<file path="config.mk">
export PLATFORM = sky130hd
export DESIGN_NAME = multicycle_control_unit_flat
export DESIGN_NICKNAME = d
export VERILOG_FILES = /design/src/rtl/multicycle_control_unit_pkg.sv /design/src/rtl/multicycle_control_unit_if.sv /design/src/rtl/multicycle_control_unit_ula_decoder.sv /design/src/rtl/multicycle_control_unit.sv /design/src/flat_wrapper.sv
export SDC_FILE = /design/constraint.sdc
export NUM_CORES = 1
export LEC_CHECK = 0
export CAP_MARGIN = 5
export CORE_MARGIN = 3
export CORE_UTILIZATION = 47
export DETAILED_ROUTE_END_ITERATION = 16
export HOLD_SLACK_MARGIN = 0.1
export PLACE_DENSITY_LB_ADDON = 0.05
export SYNTH_ARGS = -nofsm -noshare
export SYNTH_HDL_FRONTEND = slang
export SYNTH_SLANG_ARGS = --single-unit
</file>
<file path="constraint.sdc">
create_clock -name clk -period 4.6 [get_ports clk]
set_clock_uncertainty 0.1 [all_clocks]
set_input_delay 1.38 -clock clk [delete_from_list [all_inputs] [get_ports clk]]
set_output_delay 1.38 -clock clk [all_outputs]
set_load 0.02 [all_outputs]
</file>
<file path="src/rtl/multicycle_control_unit_pkg.sv">
// multicycle_control_unit_pkg: states, opcode/Funct codes, ULA codes and per-state control decode (package mc_pkg)
package mc_pkg;
  typedef enum logic [3:0] {
    S_FETCH    = 4'd0,
    S_DECODE   = 4'd1,
    S_MEMADR   = 4'd2,
    S_MEMRD    = 4'd3,
    S_MEMWB    = 4'd4,
    S_MEMWR    = 4'd5,
    S_EXECUTE  = 4'd6,
    S_ALUWB    = 4'd7,
    S_BRANCH   = 4'd8,
    S_ADDIEXEC = 4'd9,
    S_ADDIWB   = 4'd10,
    S_JUMP     = 4'd11,
    S_ILLEGAL  = 4'd15
  } state_t;
  localparam logic [5:0] OP_RTYPE = 6'b000000;
  localparam logic [5:0] OP_LW    = 6'b100011;
  localparam logic [5:0] OP_SW    = 6'b101011;
  localparam logic [5:0] OP_BEQ   = 6'b000100;
  localparam logic [5:0] OP_BNE   = 6'b000101;
  localparam logic [5:0] OP_ADDI  = 6'b001000;
  localparam logic [5:0] OP_J     = 6'b000010;
  localparam logic [5:0] F_ADD = 6'b100000;
  localparam logic [5:0] F_SUB = 6'b100010;
  localparam logic [5:0] F_AND = 6'b100100;
  localparam logic [5:0] F_OR  = 6'b100101;
  localparam logic [5:0] F_NOR = 6'b100111;
  localparam logic [5:0] F_SLT = 6'b101010;
  localparam logic [2:0] ULA_ADD = 3'b010;
  localparam logic [2:0] ULA_SUB = 3'b110;
  localparam logic [2:0] ULA_AND = 3'b000;
  localparam logic [2:0] ULA_OR  = 3'b001;
  localparam logic [2:0] ULA_NOR = 3'b011;
  localparam logic [2:0] ULA_SLT = 3'b111;
  typedef struct packed {
    logic       pc_write;
    logic       branch;
    logic       iord;
    logic       mem_write;
    logic       ir_write;
    logic       reg_dst;
    logic       mem_to_reg;
    logic       reg_write;
    logic       ula_src_a;
    logic [1:0] ula_src_b;
    logic [1:0] pc_src;
    logic [2:0] ula_control;
    logic       halt;
  } ctrl_t;
  // exec_alu is only consulted for EXECUTE, whose ULA op comes from Funct
  function automatic ctrl_t decode(state_t s, logic [2:0] exec_alu);
    ctrl_t c;
    c = '0;
    case (s)
      S_FETCH:    begin c.ir_write = 1'b1; c.pc_write = 1'b1; c.ula_src_b = 2'b01; c.ula_control = ULA_ADD; end
      S_DECODE:   begin c.ula_src_b = 2'b11; c.ula_control = ULA_ADD; end
      S_MEMADR:   begin c.ula_src_a = 1'b1; c.ula_src_b = 2'b10; c.ula_control = ULA_ADD; end
      S_MEMRD:    c.iord = 1'b1;
      S_MEMWB:    begin c.mem_to_reg = 1'b1; c.reg_write = 1'b1; end
      S_MEMWR:    begin c.iord = 1'b1; c.mem_write = 1'b1; end
      S_EXECUTE:  begin c.ula_src_a = 1'b1; c.ula_control = exec_alu; end
      S_ALUWB:    begin c.reg_dst = 1'b1; c.reg_write = 1'b1; end
      S_BRANCH:   begin c.ula_src_a = 1'b1; c.ula_control = ULA_SUB; c.pc_src = 2'b01; c.branch = 1'b1; end
      S_ADDIEXEC: begin c.ula_src_a = 1'b1; c.ula_src_b = 2'b10; c.ula_control = ULA_ADD; end
      S_ADDIWB:   c.reg_write = 1'b1;
      S_JUMP:     begin c.pc_src = 2'b10; c.pc_write = 1'b1; end
      S_ILLEGAL:  c.halt = 1'b1;
      default:    c = '0;
    endcase
    return c;
  endfunction
endpackage

</file>
<file path="src/rtl/multicycle_control_unit_if.sv">
// multicycle_control_unit_if: instruction fields and flag in, datapath strobes/selects and debug state out
interface multicycle_control_unit_if;
  logic [5:0] OP;
  logic [5:0] Funct;
  logic       Zero;
  logic       PCEn, IorD, MemWrite, IRWrite, RegDst, MemtoReg, RegWrite, ULASrcA;
  logic [1:0] ULASrcB;
  logic [1:0] PCSrc;
  logic [2:0] ULAControl;
  logic       Halt;
  logic [3:0] State;
  modport master (
    input  OP, Funct, Zero,
    output PCEn, IorD, MemWrite, IRWrite, RegDst, MemtoReg, RegWrite, ULASrcA,
           ULASrcB, PCSrc, ULAControl, Halt, State
  );
  modport slave (
    output OP, Funct, Zero,
    input  PCEn, IorD, MemWrite, IRWrite, RegDst, MemtoReg, RegWrite, ULASrcA,
           ULASrcB, PCSrc, ULAControl, Halt, State
  );
endinterface

</file>
<file path="src/rtl/multicycle_control_unit_ula_decoder.sv">
// ula_decoder: R-type Funct to ULAControl, with legal flag for unsupported Funct codes
module ula_decoder
  import mc_pkg::*;
(
  input  logic [5:0] funct_i,
  output logic [2:0] ula_control_o,
  output logic       legal_o
);
  always_comb begin
    ula_control_o = funct_i == F_ADD ? ULA_ADD :
                    funct_i == F_SUB ? ULA_SUB :
                    funct_i == F_AND ? ULA_AND :
                    funct_i == F_OR  ? ULA_OR  :
                    funct_i == F_NOR ? ULA_NOR :
                    funct_i == F_SLT ? ULA_SLT : ULA_ADD;
    legal_o = funct_i inside {F_ADD, F_SUB, F_AND, F_OR, F_NOR, F_SLT};
  end
endmodule

</file>
<file path="src/rtl/multicycle_control_unit.sv">
// multicycle_control_unit: Moore FSM controller for a multicycle MIPS-style datapath.
// Define MC_BNE_EN to add BNE support (opcode 000101 through BRANCH with inverted Zero).
module multicycle_control_unit
  import mc_pkg::*;
(
  input logic                       clk,
  input logic                       rst,
  multicycle_control_unit_if.master bus
);
  state_t     state_q, state_d;
  ctrl_t      ctrl_q, ctrl_d;
  logic [2:0] exec_alu;
  logic       funct_legal;
  logic       is_branch;
  logic       take_branch;
  ula_decoder u_ula_decoder (
    .funct_i      (bus.Funct),
    .ula_control_o(exec_alu),
    .legal_o      (funct_legal)
  );
`ifdef MC_BNE_EN
  logic bne_q;
  assign is_branch   = bus.OP == OP_BEQ || bus.OP == OP_BNE;
  assign take_branch = bus.Zero ^ bne_q;
`else
  assign is_branch   = bus.OP == OP_BEQ;
  assign take_branch = bus.Zero;
`endif
  always_comb begin
    state_d = S_FETCH;
    case (state_q)
      S_FETCH:    state_d = S_DECODE;
      S_DECODE:   state_d = (bus.OP == OP_LW || bus.OP == OP_SW)   ? S_MEMADR   :
                            (bus.OP == OP_RTYPE && funct_legal)     ? S_EXECUTE  :
                            is_branch                               ? S_BRANCH   :
                            bus.OP == OP_ADDI                       ? S_ADDIEXEC :
                            bus.OP == OP_J                          ? S_JUMP     : S_ILLEGAL;
      S_MEMADR:   state_d = bus.OP == OP_SW ? S_MEMWR : S_MEMRD;
      S_MEMRD:    state_d = S_MEMWB;
      S_EXECUTE:  state_d = S_ALUWB;
      S_ADDIEXEC: state_d = S_ADDIWB;
      S_ILLEGAL:  state_d = S_ILLEGAL;
      default:    state_d = S_FETCH;
    endcase
    ctrl_d = decode(state_d, exec_alu);
  end
  // outputs are registered alongside the state so they change only with it
  always_ff @(posedge clk) begin
    if (rst) begin
      state_q <= S_FETCH;
      ctrl_q  <= decode(S_FETCH, ULA_ADD);
`ifdef MC_BNE_EN
      bne_q   <= 1'b0;
`endif
    end else begin
      state_q <= state_d;
      ctrl_q  <= ctrl_d;
`ifdef MC_BNE_EN
      bne_q   <= state_q == S_DECODE ? bus.OP == OP_BNE : bne_q;
`endif
    end
  end
  assign bus.PCEn       = ctrl_q.pc_write | (ctrl_q.branch & take_branch);
  assign bus.IorD       = ctrl_q.iord;
  assign bus.MemWrite   = ctrl_q.mem_write;
  assign bus.IRWrite    = ctrl_q.ir_write;
  assign bus.RegDst     = ctrl_q.reg_dst;
  assign bus.MemtoReg   = ctrl_q.mem_to_reg;
  assign bus.RegWrite   = ctrl_q.reg_write;
  assign bus.ULASrcA    = ctrl_q.ula_src_a;
  assign bus.ULASrcB    = ctrl_q.ula_src_b;
  assign bus.PCSrc      = ctrl_q.pc_src;
  assign bus.ULAControl = ctrl_q.ula_control;
  assign bus.Halt       = ctrl_q.halt;
  assign bus.State      = state_q;
endmodule
</file>
<file path="src/flat_wrapper.sv">
// flat-port wrapper written by rule: the top's interface ports become plain ports
module multicycle_control_unit_flat import mc_pkg::*;
  (clk, rst, bus_OP, bus_Funct, bus_Zero, bus_PCEn, bus_IorD, bus_MemWrite, bus_IRWrite, bus_RegDst, bus_MemtoReg, bus_RegWrite, bus_ULASrcA, bus_ULASrcB, bus_PCSrc, bus_ULAControl, bus_Halt, bus_State);
  multicycle_control_unit_if bus_i ();
  input logic clk;
  input logic rst;
  input wire logic [$bits(bus_i.OP)-1:0] bus_OP;
  input wire logic [$bits(bus_i.Funct)-1:0] bus_Funct;
  input wire logic [$bits(bus_i.Zero)-1:0] bus_Zero;
  output wire logic [$bits(bus_i.PCEn)-1:0] bus_PCEn;
  output wire logic [$bits(bus_i.IorD)-1:0] bus_IorD;
  output wire logic [$bits(bus_i.MemWrite)-1:0] bus_MemWrite;
  output wire logic [$bits(bus_i.IRWrite)-1:0] bus_IRWrite;
  output wire logic [$bits(bus_i.RegDst)-1:0] bus_RegDst;
  output wire logic [$bits(bus_i.MemtoReg)-1:0] bus_MemtoReg;
  output wire logic [$bits(bus_i.RegWrite)-1:0] bus_RegWrite;
  output wire logic [$bits(bus_i.ULASrcA)-1:0] bus_ULASrcA;
  output wire logic [$bits(bus_i.ULASrcB)-1:0] bus_ULASrcB;
  output wire logic [$bits(bus_i.PCSrc)-1:0] bus_PCSrc;
  output wire logic [$bits(bus_i.ULAControl)-1:0] bus_ULAControl;
  output wire logic [$bits(bus_i.Halt)-1:0] bus_Halt;
  output wire logic [$bits(bus_i.State)-1:0] bus_State;
  assign bus_i.OP = bus_OP;
  assign bus_i.Funct = bus_Funct;
  assign bus_i.Zero = bus_Zero;
  assign bus_PCEn = bus_i.PCEn;
  assign bus_IorD = bus_i.IorD;
  assign bus_MemWrite = bus_i.MemWrite;
  assign bus_IRWrite = bus_i.IRWrite;
  assign bus_RegDst = bus_i.RegDst;
  assign bus_MemtoReg = bus_i.MemtoReg;
  assign bus_RegWrite = bus_i.RegWrite;
  assign bus_ULASrcA = bus_i.ULASrcA;
  assign bus_ULASrcB = bus_i.ULASrcB;
  assign bus_PCSrc = bus_i.PCSrc;
  assign bus_ULAControl = bus_i.ULAControl;
  assign bus_Halt = bus_i.Halt;
  assign bus_State = bus_i.State;
  multicycle_control_unit u_core (.clk(clk), .rst(rst), .bus(bus_i));
endmodule
</file>
==> reports/results.txt, run 1 <==
run status: completed
sequential cell area: 400 um2
proportion of power drawn by flip-flops and latches: 29.2%
Clock transition at path regs: 100 ps
post-CTS setup buffer count: 0
DR pass1 iterations: 4
weighted congestion reported at the end of routability-driven placement: 0.802
post-synthesis adder-cell area fraction: 0%
combinational family with the most area after synthesis: simple AND/OR/NAND/NOR gates
syn avg cell area: 9.12 um2
total net switching power: 0.395 mW
most instantiated flip-flop cell in the synthesis netlist: dfxtp_1
placeable core area: 2060 um2
Synth Net Count: 134
cell count after synthesis: 119
number of setup violations in the final report: 0
portion of the clock cycle consumed by the worst path in the final layout: 87.3%
number of placement rows: 16
remaining antenna violation count: 0
Leak: 0.547 nW
highest net fanout along the worst path: 1
number of max-slew violations in the final report: 0
number of enable flip-flop cells after synthesis: 0
hold depth: 2
Max Root-Sink Buffers: 2
Crit. End Element: primary output
area leader, netlist: dfxtp_1
area share of the largest cell type after synthesis: 36.9%
First DRT Iteration DRCs: 12
Resized cells post-CTS: 0
Detailed Place HPWL: 1700 um
Vias: 908
number of antenna violations at the first check in global routing: 0
leftover overflow at the end of global routing: 0
Clk pwr share: 10.9%
type of the setup path with the least slack: in -> out
maximum number of pins on one net before global-route repair: 12
type of the worst min-delay path: reg -> reg
buffer cell driving the clock tree root: clkbuf_4
number of buffers inserted during clock tree synthesis: 3
Sink Count: 20
maximum level of the CTS H-tree: 1
height of the die: 54.0 um
number of buffer cells added on primary ports: 34
peak ir drop on the vdd network: 0.390 mV
Achievable Freq: 249 MHz
highest metal layer with signal wires: met4
clock tree from TritonCTS: yes
Power Density: 655 nW/um2
Post-Route M1 WL: 945 um
final net count: 161
share of the synthesized area in compound gates (AO/OA/AOI/OAI): 22.7%
latest clock arrival within the worst-skew pair: 310 ps
via count of the first global-routing pass: 860
utilization after layout: 68.1%
cell-internal power: 0.525 mW
mapped cell area: 1080 um2
final routed DRC violation total: 0
Slew headroom: 65.0%
setup tns final: 0 ps
effective utilization at floorplan: 52.6%
post-synthesis mux area share: 0%
worst reg-to-reg setup slack: 2420 ps
met2 WL post-DR: 1050 um
fraction of registers with async set or reset after synthesis: 0%
xor and xnor area share after synthesis: 3.23%
count of boundary I/O pins: 35
worst-case reg-to-reg path depth: 5
logic gate share of total power: 59.9%
worst path arrival time: 2530 ps
fraction of layout instances using a drive strength above 1: 13.1%
number of distinct library cells after synthesis: 40
Global Route Usage Sum: 17.4%
via count normalized by instance count: 5.28
Required @ worst endpoint: 3120 ps
Post-Synth Simple-Gate Area: 26.8%
max capacitance violation total: 0
largest cells by area after synthesis: dfxtp_1 (37%), buf_4 (5.5%), nor2_1 (4.2%)
Slew @ Worst Pin: 512 ps
horizontal extent of the die: 54.0 um
CP startpoint kind: input port
fill count: 167
post-synthesis register bit count: 20
final worst path period need: 4010 ps
wirelength, routed: 2200 um
die outline area: 2920 um2
total inserted antenna cells: 0
global-route wire length before repair: 3630 um
Hold Buf Count CTS: 0
area growth from synthesis to layout: 29.5%
Wirelength per Cell: 12.8 um
area of the multi-input gates: 572 um2
number of synthesis warnings: 0
switching power share of the total: 42.9%
number of hold violations in the final report: 0
routed length on met3: 179 um
setup repair after global routing missed its margin: no
sequential area share after synthesis: 36.9%
[flip-flops by register name, indices dropped and copies added (netlist names)]
register               flops
u_core.ctrl_q              2
u_core.bus.RegWrite        1
u_core.bus.IorD            1
u_core.bus.Halt            1
u_core.bus.RegDst          1
u_core.bus.ULASrcA         1
u_core.bus.ULASrcB         2
u_core.bus.ULAControl      3
u_core.bus.IRWrite         1
u_core.bus.MemWrite        1
u_core.bus.PCSrc           1
u_core.bus.MemtoReg        1
u_core.bus.State           4
[layout by cell type (no fill, tap or decap), types with 3 or more instances in the layout]
master           Yosys  routed
nor2b_1              3       3
nand2_1              8       8
inv_1                6       6
clkdlybuf4s50_1      0      34
nand2b_1             4       4
a21o_1               4       4
clkbuf_4             0       3
a21oi_1              7       7
dfxtp_1             20      20
and2_1               3       3
o21ai_0              3       3
nor2_1              12      12
[kinds of logic after synthesis]
| family | Yosys count |
|---|---|
| xor gates and xnor gates | 4 |
| DFF | 20 |
| buffers and inverters | 18 |
| and+or+nand+nor | 47 |
| AOI/OAI and AO/OA | 30 |
[cell type report]
type	instances	area share (%)
well taps	27	2.40
flip-flops and latches	20	28.5
inverters	6	1.60
multi-input cells	81	40.7
repair buffers	34	24.2
clock buffers	4	2.58
[stage by stage]
step                      total power, mW  hold slack, ps  setup slack, ps  area (um2)  cells
final                               0.921             650              586        1410    172
after global routing                0.992             684              537        1410    172
after CTS                           0.927             645              579        1410    172
after detailed placement            0.825             627              579        1370    168
after global placement              0.814             634              595        1370    168
after floorplan                     0.689             674             1540        1080    119
[layer usage]
| layer | vias to the layer above | GRT usage, % |
|---|---|---|
| met5 | - | 0 |
| met4 | 0 | 6.22 |
| met3 | 4 | 5.26 |
| met2 | 34 | 29.0 |
| met1 | 404 | 21.1 |
| li1 | 466 | - |
[worst paths after layout]
path,start,to
max,bus_Zero,bus_PCEn
min,u_core.bus.State[3],u_core.bus.RegWrite
max reg2reg,u_core.bus.State[0],u_core.ctrl_q[16]
min reg2reg,u_core.bus.State[3],u_core.bus.RegWrite
[worst max-delay path, cell delays in order]
cell	delay [ps]
clkdlybuf4s50_1	450
a21o_1	110
clkdlybuf4s50_1	590
[power groups by stage]
stage | combinational [mW] | clock, mW | sequential, mW
final | 0.551 | 0.100 | 0.269
after detailed placement | 0.551 | 0 | 0.273
after global routing | 0.607 | 0.108 | 0.277
after global placement | 0.543 | 0 | 0.271
after CTS | 0.553 | 0.104 | 0.270
after floorplan | 0.391 | 0 | 0.298
[Yosys cell counts, drive strengths merged (2+ instances only)]
library cell  number
dfxtp             20
nor2              12
buf               10
a21oi              8
nand2              8
inv                6
nand2b             6
a21o               4
nor2b              4
a211oi             3
a31oi              3
and2               3
o21ai              3
a311o              2
clkbuf             2
nor3               2
nor3b              2
nor4               2
o211ai             2
or3b               2
xnor2              2
xor2               2
(Power assumes the default switching activity.)
==> run 2, diff against run 1 <==
--- a/config.mk
+++ b/config.mk
@@ -13,4 +13,5 @@
 export PLACE_DENSITY_LB_ADDON = 0.05
 export SYNTH_ARGS = -nofsm -noshare
 export SYNTH_HDL_FRONTEND = slang
+export SYNTH_HIERARCHICAL = 1
 export SYNTH_SLANG_ARGS = --single-unit
==> run 2 against run 1 <==
Die area fell by 1.8%. Non-clock buffer count did not move. Flip-flop and latch count did not move. Global-route usage rose by 0.18 points. Final cell count fell by 1.2%. Area after synthesis fell by 2.1%. Synthesized cell count fell by 0.84%. Critical path depth did not move. Utilization rose by 0.18 points. First-iteration DRC count rose by 67%. Highest routed layer unchanged.
==> reports/results.txt, run 2 <==
cell count after synthesis: 118
via count normalized by instance count: 5.51
setup tns final: 0 ps
area growth from synthesis to layout: 31.3%
number of enable flip-flop cells after synthesis: 0
Max Root-Sink Buffers: 2
top post-synthesis cells by count: dfxtp_1 (20), nor2_1 (10), nand2_1 (9), buf_4 (7), nand2b_1 (6)
Layout Cell Area excl Fill: 1400 um2
most common cell after layout, fill and taps aside: clkdlybuf4s50_1
number of buffer cells added on primary ports: 34
largest cells by area after synthesis: dfxtp_1 (38%), buf_4 (4.9%), nand2b_1 (3.5%)
weighted congestion reported at the end of routability-driven placement: 0.928
capture instance of the worst register-to-register path: u_core/bus.ULASrcB[1]
type of the setup path with the least slack: in -> out
Top cell by count, worst path: clkdlybuf4s50_1
worst path arrival time: 2530 ps
First DRT Iteration DRCs: 20
global-route wire length before repair: 3730 um
Slew @ Worst Pin: 686 ps
cell with the biggest individual delay on the critical path: clkdlybuf4s50_1
remaining antenna violation count: 0
post-CTS setup buffer count: 0
number of setup violations in the final report: 0
number of distinct library cells after synthesis: 48
flip-flop count of the largest register, all copies and words added: 4
Hold Slack: 618 ps
worst-case reg-to-reg path depth: 4
number of synthesis warnings: 6
height of the die: 53.5 um
number of max-slew violations in the final report: 0
number of antenna violations at the first check in global routing: 0
wirelength, routed: 2290 um
Slew headroom: 53.9%
Power Density: 662 nW/um2
worst slack, placed: 558 ps
area share of the largest cell type after synthesis: 37.7%
most frequent cells in the layout: clkdlybuf4s50_1 (34), dfxtp_1 (20), nor2_1 (10), nand2_1 (9), nand2b_1 (6)
portion of the clock cycle consumed by the worst path in the final layout: 87.1%
Resized cells post-CTS: 0
final worst path period need: 4010 ps
fraction of layout instances using a drive strength above 1: 9.09%
DR pass1 iterations: 4
Post-Place Cell Area: 1340 um2
setup repair after global routing missed its margin: no
Leak: 0.486 nW
top-count cell post-synth: dfxtp_1
highest net fanout along the worst path: 1
effective utilization at floorplan: 52.0%
run status: completed
syn avg cell area: 9.00 um2
type of the worst min-delay path: reg -> reg
number of placement rows: 16
sequential area share after synthesis: 37.7%
count of boundary I/O pins: 35
Sink Count: 20
Global Route Usage Sum: 17.6%
maximum number of pins on one net before global-route repair: 13
final routed DRC violation total: 0
CP startpoint kind: input port
via count of the first global-routing pass: 896
Crit Reg-Reg Startpoint: u_core/bus.State[0]
worst-case hold path end point: u_core/bus.State[1]
leftover overflow at the end of global routing: 0
fill count: 172
latest clock arrival within the worst-skew pair: 290 ps
top cell family by delay on the critical path: buffers and inverters
Crit. End Element: primary output
Synth Net Count: 133
number of hold violations in the final report: 0
Detailed Place HPWL: 1820 um
Required @ worst endpoint: 3120 ps
Bufs and invs on worst path: 2
placeable core area: 2040 um2
horizontal extent of the die: 53.5 um
mapped cell area: 1060 um2
Achievable Freq: 250 MHz
post-synthesis register bit count: 20
peak ir drop on the vdd network: 0.482 mV
most instantiated flip-flop cell in the synthesis netlist: dfxtp_1
cells along the critical path: clkdlybuf4s50_1 -> a21o_1 -> clkdlybuf4s50_1
final net count: 159
fraction of registers with async set or reset after synthesis: 0%
die outline area: 2870 um2
area leader, netlist: dfxtp_1
max capacitance violation total: 0
final setup margin: 595 ps
Hold Buf Count CTS: 0
Clock transition at path regs: 100 ps
total inserted antenna cells: 0
Min-Delay Startpoint: u_core/bus.State[2]
Max stage delay on crit path: 590 ps
number of buffers inserted during clock tree synthesis: 3
clock tree from TritonCTS: yes
Wirelength per Cell: 13.5 um
hold depth: 2
buffer cell driving the clock tree root: clkbuf_4
maximum level of the CTS H-tree: 1
Vias: 937
worst reg-to-reg setup slack: 2240 ps
total power consumption of the routed design: 0.924 mW
run 2: cell families after synthesis:
kind of cell,after synthesis,share of synthesized area (%)
and+or+nand+nor,52,29.7
AOI/OAI and AO/OA,26,19.7
DFF,20,37.7
buffers and inverters,17,10.2
xor gates and xnor gates,2,1.65
muxes,1,1.06
run 2: worst reg2reg max path, cell delays in order, from the launching register on:
cell     delay, ps
dfxtp_1        540
or4b_4         530
o31a_1         400
or4_1          540
a31oi_1        190
run 2: worst max path at each step:
stage / startpoint / to / slack, ps / cells after the start
final: bus_Zero / bus_PCEn / 590 / 3
after global routing: bus_Zero / bus_PCEn / 540 / 3
after CTS: bus_Zero / bus_PCEn / 590 / 3
after detailed placement: bus_OP[0] / u_core/bus.ULASrcB[1] / 560 / 6
after global placement: bus_Zero / bus_PCEn / 600 / 3
after floorplan: bus_OP[0] / u_core/bus.ULAControl[2] / 1370 / 6
run 2: where the power goes:
part           total [mW]  leakage (nW)  internal [mW]  switching, mW
Combinational       0.510         0.294          0.218          0.292
Sequential          0.276         0.164          0.226         0.0500
Clock               0.138        0.0279         0.0881         0.0500
Total               0.924         0.486          0.532          0.392
run 2: cell type report:
class	instances	area (um2)	share of cell area (%)
Clock buffer	3	22.5	1.61
Clock inverter	1	30.0	2.15
Inverter	4	15.0	1.08
Multi-Input combinational cell	81	553	39.6
Sequential cell	20	400	28.7
Tap cell	27	33.8	2.42
Timing Repair Buffer	34	340	24.4
run 2: routing by layer:
layer	global-route usage, %	share of wire (%)	routed length (um)	up-vias
li1	-	-	-	482
met1	20.0	43	996	423
met2	32.4	51	1170	30
met3	4.16	5.1	117	2
met4	5.11	0.44	10	0
met5	0	0	0	-
run 2: per-stage QoR:
stage	utilization, %	cells
2_1_floorplan	-	118
3_3_place_gp	65.7	166
3_5_place_dp	65.7	166
4_1_cts	68.3	170
5_1_grt	68.3	170
6_report	68.3	170
==> run 3, diff against run 2 <==
--- a/config.mk
+++ b/config.mk
@@ -7,7 +7,8 @@
 export LEC_CHECK = 0
 export CAP_MARGIN = 5
 export CORE_MARGIN = 3
-export CORE_UTILIZATION = 47
+export CORE_UTILIZATION = 48
+export CTS_CLUSTER_DIAMETER = 40
 export DETAILED_ROUTE_END_ITERATION = 16
 export HOLD_SLACK_MARGIN = 0.1
 export PLACE_DENSITY_LB_ADDON = 0.05
==> run 3 against run 2 <==
Clock power is essentially flat. Non-clock buffer count is the same. Sequential share of layout area is the same. Via count grew 8.2%. Critical path depth is the same. Global-route usage grew 1.8 points. Register-to-register slack lost 30 ps. Final cell count is the same. Largest cell class unchanged.
==> reports/results.txt, run 3 (synthesis results as in run 2) <==
final worst path period need: 4000 ps
proportion of power drawn by flip-flops and latches: 29.5%
type of the setup path with the least slack: in -> out
Required @ worst endpoint: 3120 ps
die outline area: 2810 um2
Layout Cell Area excl Fill: 1400 um2
top cell family by delay on the critical path: buffers and inverters
Crit. End Element: primary output
Hold Buf Count CTS: 0
Power Density: 670 nW/um2
placeable core area: 2020 um2
peak ir drop on the vdd network: 0.561 mV
number of buffers inserted during clock tree synthesis: 3
number of hold violations in the final report: 0
worst path arrival time: 2520 ps
Achievable Freq: 250 MHz
Clock transition at path regs: 110 ps
final setup margin: 597 ps
most common cell after layout, fill and taps aside: clkdlybuf4s50_1
Slew @ Worst Pin: 702 ps
total net switching power: 0.403 mW
final routed DRC violation total: 0
logic gate share of total power: 55.6%
worst slack, placed: 533 ps
total inserted antenna cells: 0
height of the die: 53.0 um
worst-case reg-to-reg path depth: 4
weighted congestion reported at the end of routability-driven placement: 0.881
number of antenna violations at the first check in global routing: 0
max capacitance violation total: 0
number of max-slew violations in the final report: 0
Wirelength per Cell: 14.9 um
Detailed Place HPWL: 1900 um
met1 routing resource usage after global routing: 22.4%
cell with the biggest individual delay on the critical path: clkdlybuf4s50_1
Resized cells post-CTS: 0
leftover overflow at the end of global routing: 0
setup tns final: 0 ps
global-route wire length before repair: 4020 um
Vias: 1014
post-route insts no fill: 170
number of buffer cells added on primary ports: 34
via count normalized by instance count: 5.96
portion of the clock cycle consumed by the worst path in the final layout: 87.0%
fraction of layout instances using a drive strength above 1: 9.09%
setup repair after global routing missed its margin: no
GR Util met2: 34.7%
effective utilization at floorplan: 52.5%
Global Route Usage Sum: 19.5%
logic depth of the worst setup path including buffers: 3
via count of the first global-routing pass: 929
Top Usage Layer GRT: met2
Post-Place Cell Area: 1340 um2
clock tree from TritonCTS: yes
post-CTS setup buffer count: 0
Sink Count: 20
Top cell by count, worst path: clkdlybuf4s50_1
type of the worst min-delay path: reg -> reg
Bufs and invs on worst path: 2
cells along the critical path: clkdlybuf4s50_1 -> a21o_1 -> clkdlybuf4s50_1
most frequent cells in the layout: clkdlybuf4s50_1 (34), dfxtp_1 (20), nor2_1 (10), nand2_1 (9), nand2b_1 (6)
highest net fanout along the worst path: 1
Max Root-Sink Buffers: 2
Global Route met3 Usage: 5.35%
horizontal extent of the die: 53.0 um
DR pass1 iterations: 4
maximum level of the CTS H-tree: 1
wirelength, routed: 2530 um
total power consumption of the routed design: 0.935 mW
CP startpoint kind: input port
number of setup violations in the final report: 0
maximum number of pins on one net before global-route repair: 13
number of placement rows: 16
First DRT Iteration DRCs: 22
hold depth: 2
Leak: 0.486 nW
area growth from synthesis to layout: 31.3%
Placed Cells incl. Taps: 166
final net count: 159
buffer cell driving the clock tree root: clkbuf_4
cell-internal power: 0.532 mW
flip-flop count of the largest register, all copies and words added: 4
Max stage delay on crit path: 590 ps
remaining antenna violation count: 0
run status: completed
latest clock arrival within the worst-skew pair: 290 ps
Clk pwr share: 14.9%
count of boundary I/O pins: 35
Slew headroom: 52.8%
switching power share of the total: 43.1%
[run 3: per-layer routing]
layer / routed length, um / part of all wire, %
met1: 1020 / 40
met2: 1290 / 51
met3: 184 / 7.3
met4: 36 / 1.4
met5: 0 / 0
[run 3: through the flow]
stage | hold WS [ps] | util, %
after floorplan | 626 | -
after global placement | 593 | 66.4
after detailed placement | 593 | 66.4
after CTS | 621 | 69.0
after global routing | 683 | 69.0
final | 610 | 69.0
[run 3: power by group through the flow]
| stage | Clock (mW) | Combinational (mW) | Sequential (mW) |
|---|---|---|---|
| after floorplan | 0 | 0.367 | 0.286 |
| after global placement | 0 | 0.495 | 0.276 |
| after detailed placement | 0 | 0.509 | 0.282 |
| after CTS | 0.141 | 0.514 | 0.277 |
| after global routing | 0.149 | 0.557 | 0.286 |
| final | 0.139 | 0.520 | 0.276 |
[run 3: path summary, 6_finish.rpt]
check,start,to,slack (ps)
max,bus_Zero,bus_PCEn,600
min reg2reg,u_core/bus.State[2],u_core/bus.State[1],610
max reg2reg,u_core/bus.State[0],u_core/bus.ULASrcB[1],2210
min,u_core/bus.State[2],u_core/bus.State[1],610
[run 3: area by class of cell]
type                    count  area (um2)
well taps                  27        33.8
flip-flops and latches     20         400
multi-input cells          81         553
fillers                   174         627
inverters                   4        15.0
repair buffers             34         340
clock inverters             1        30.0
clock buffers               3        22.5
[run 3: worst reg2reg max path: cells and delay by family, from the launching register on]
| kind | cells | cell delay [ps] |
|---|---|---|
| DFF | 1 | 560 |
| and+or+nand+nor | 2 | 1080 |
| AOI/OAI and AO/OA | 2 | 570 |
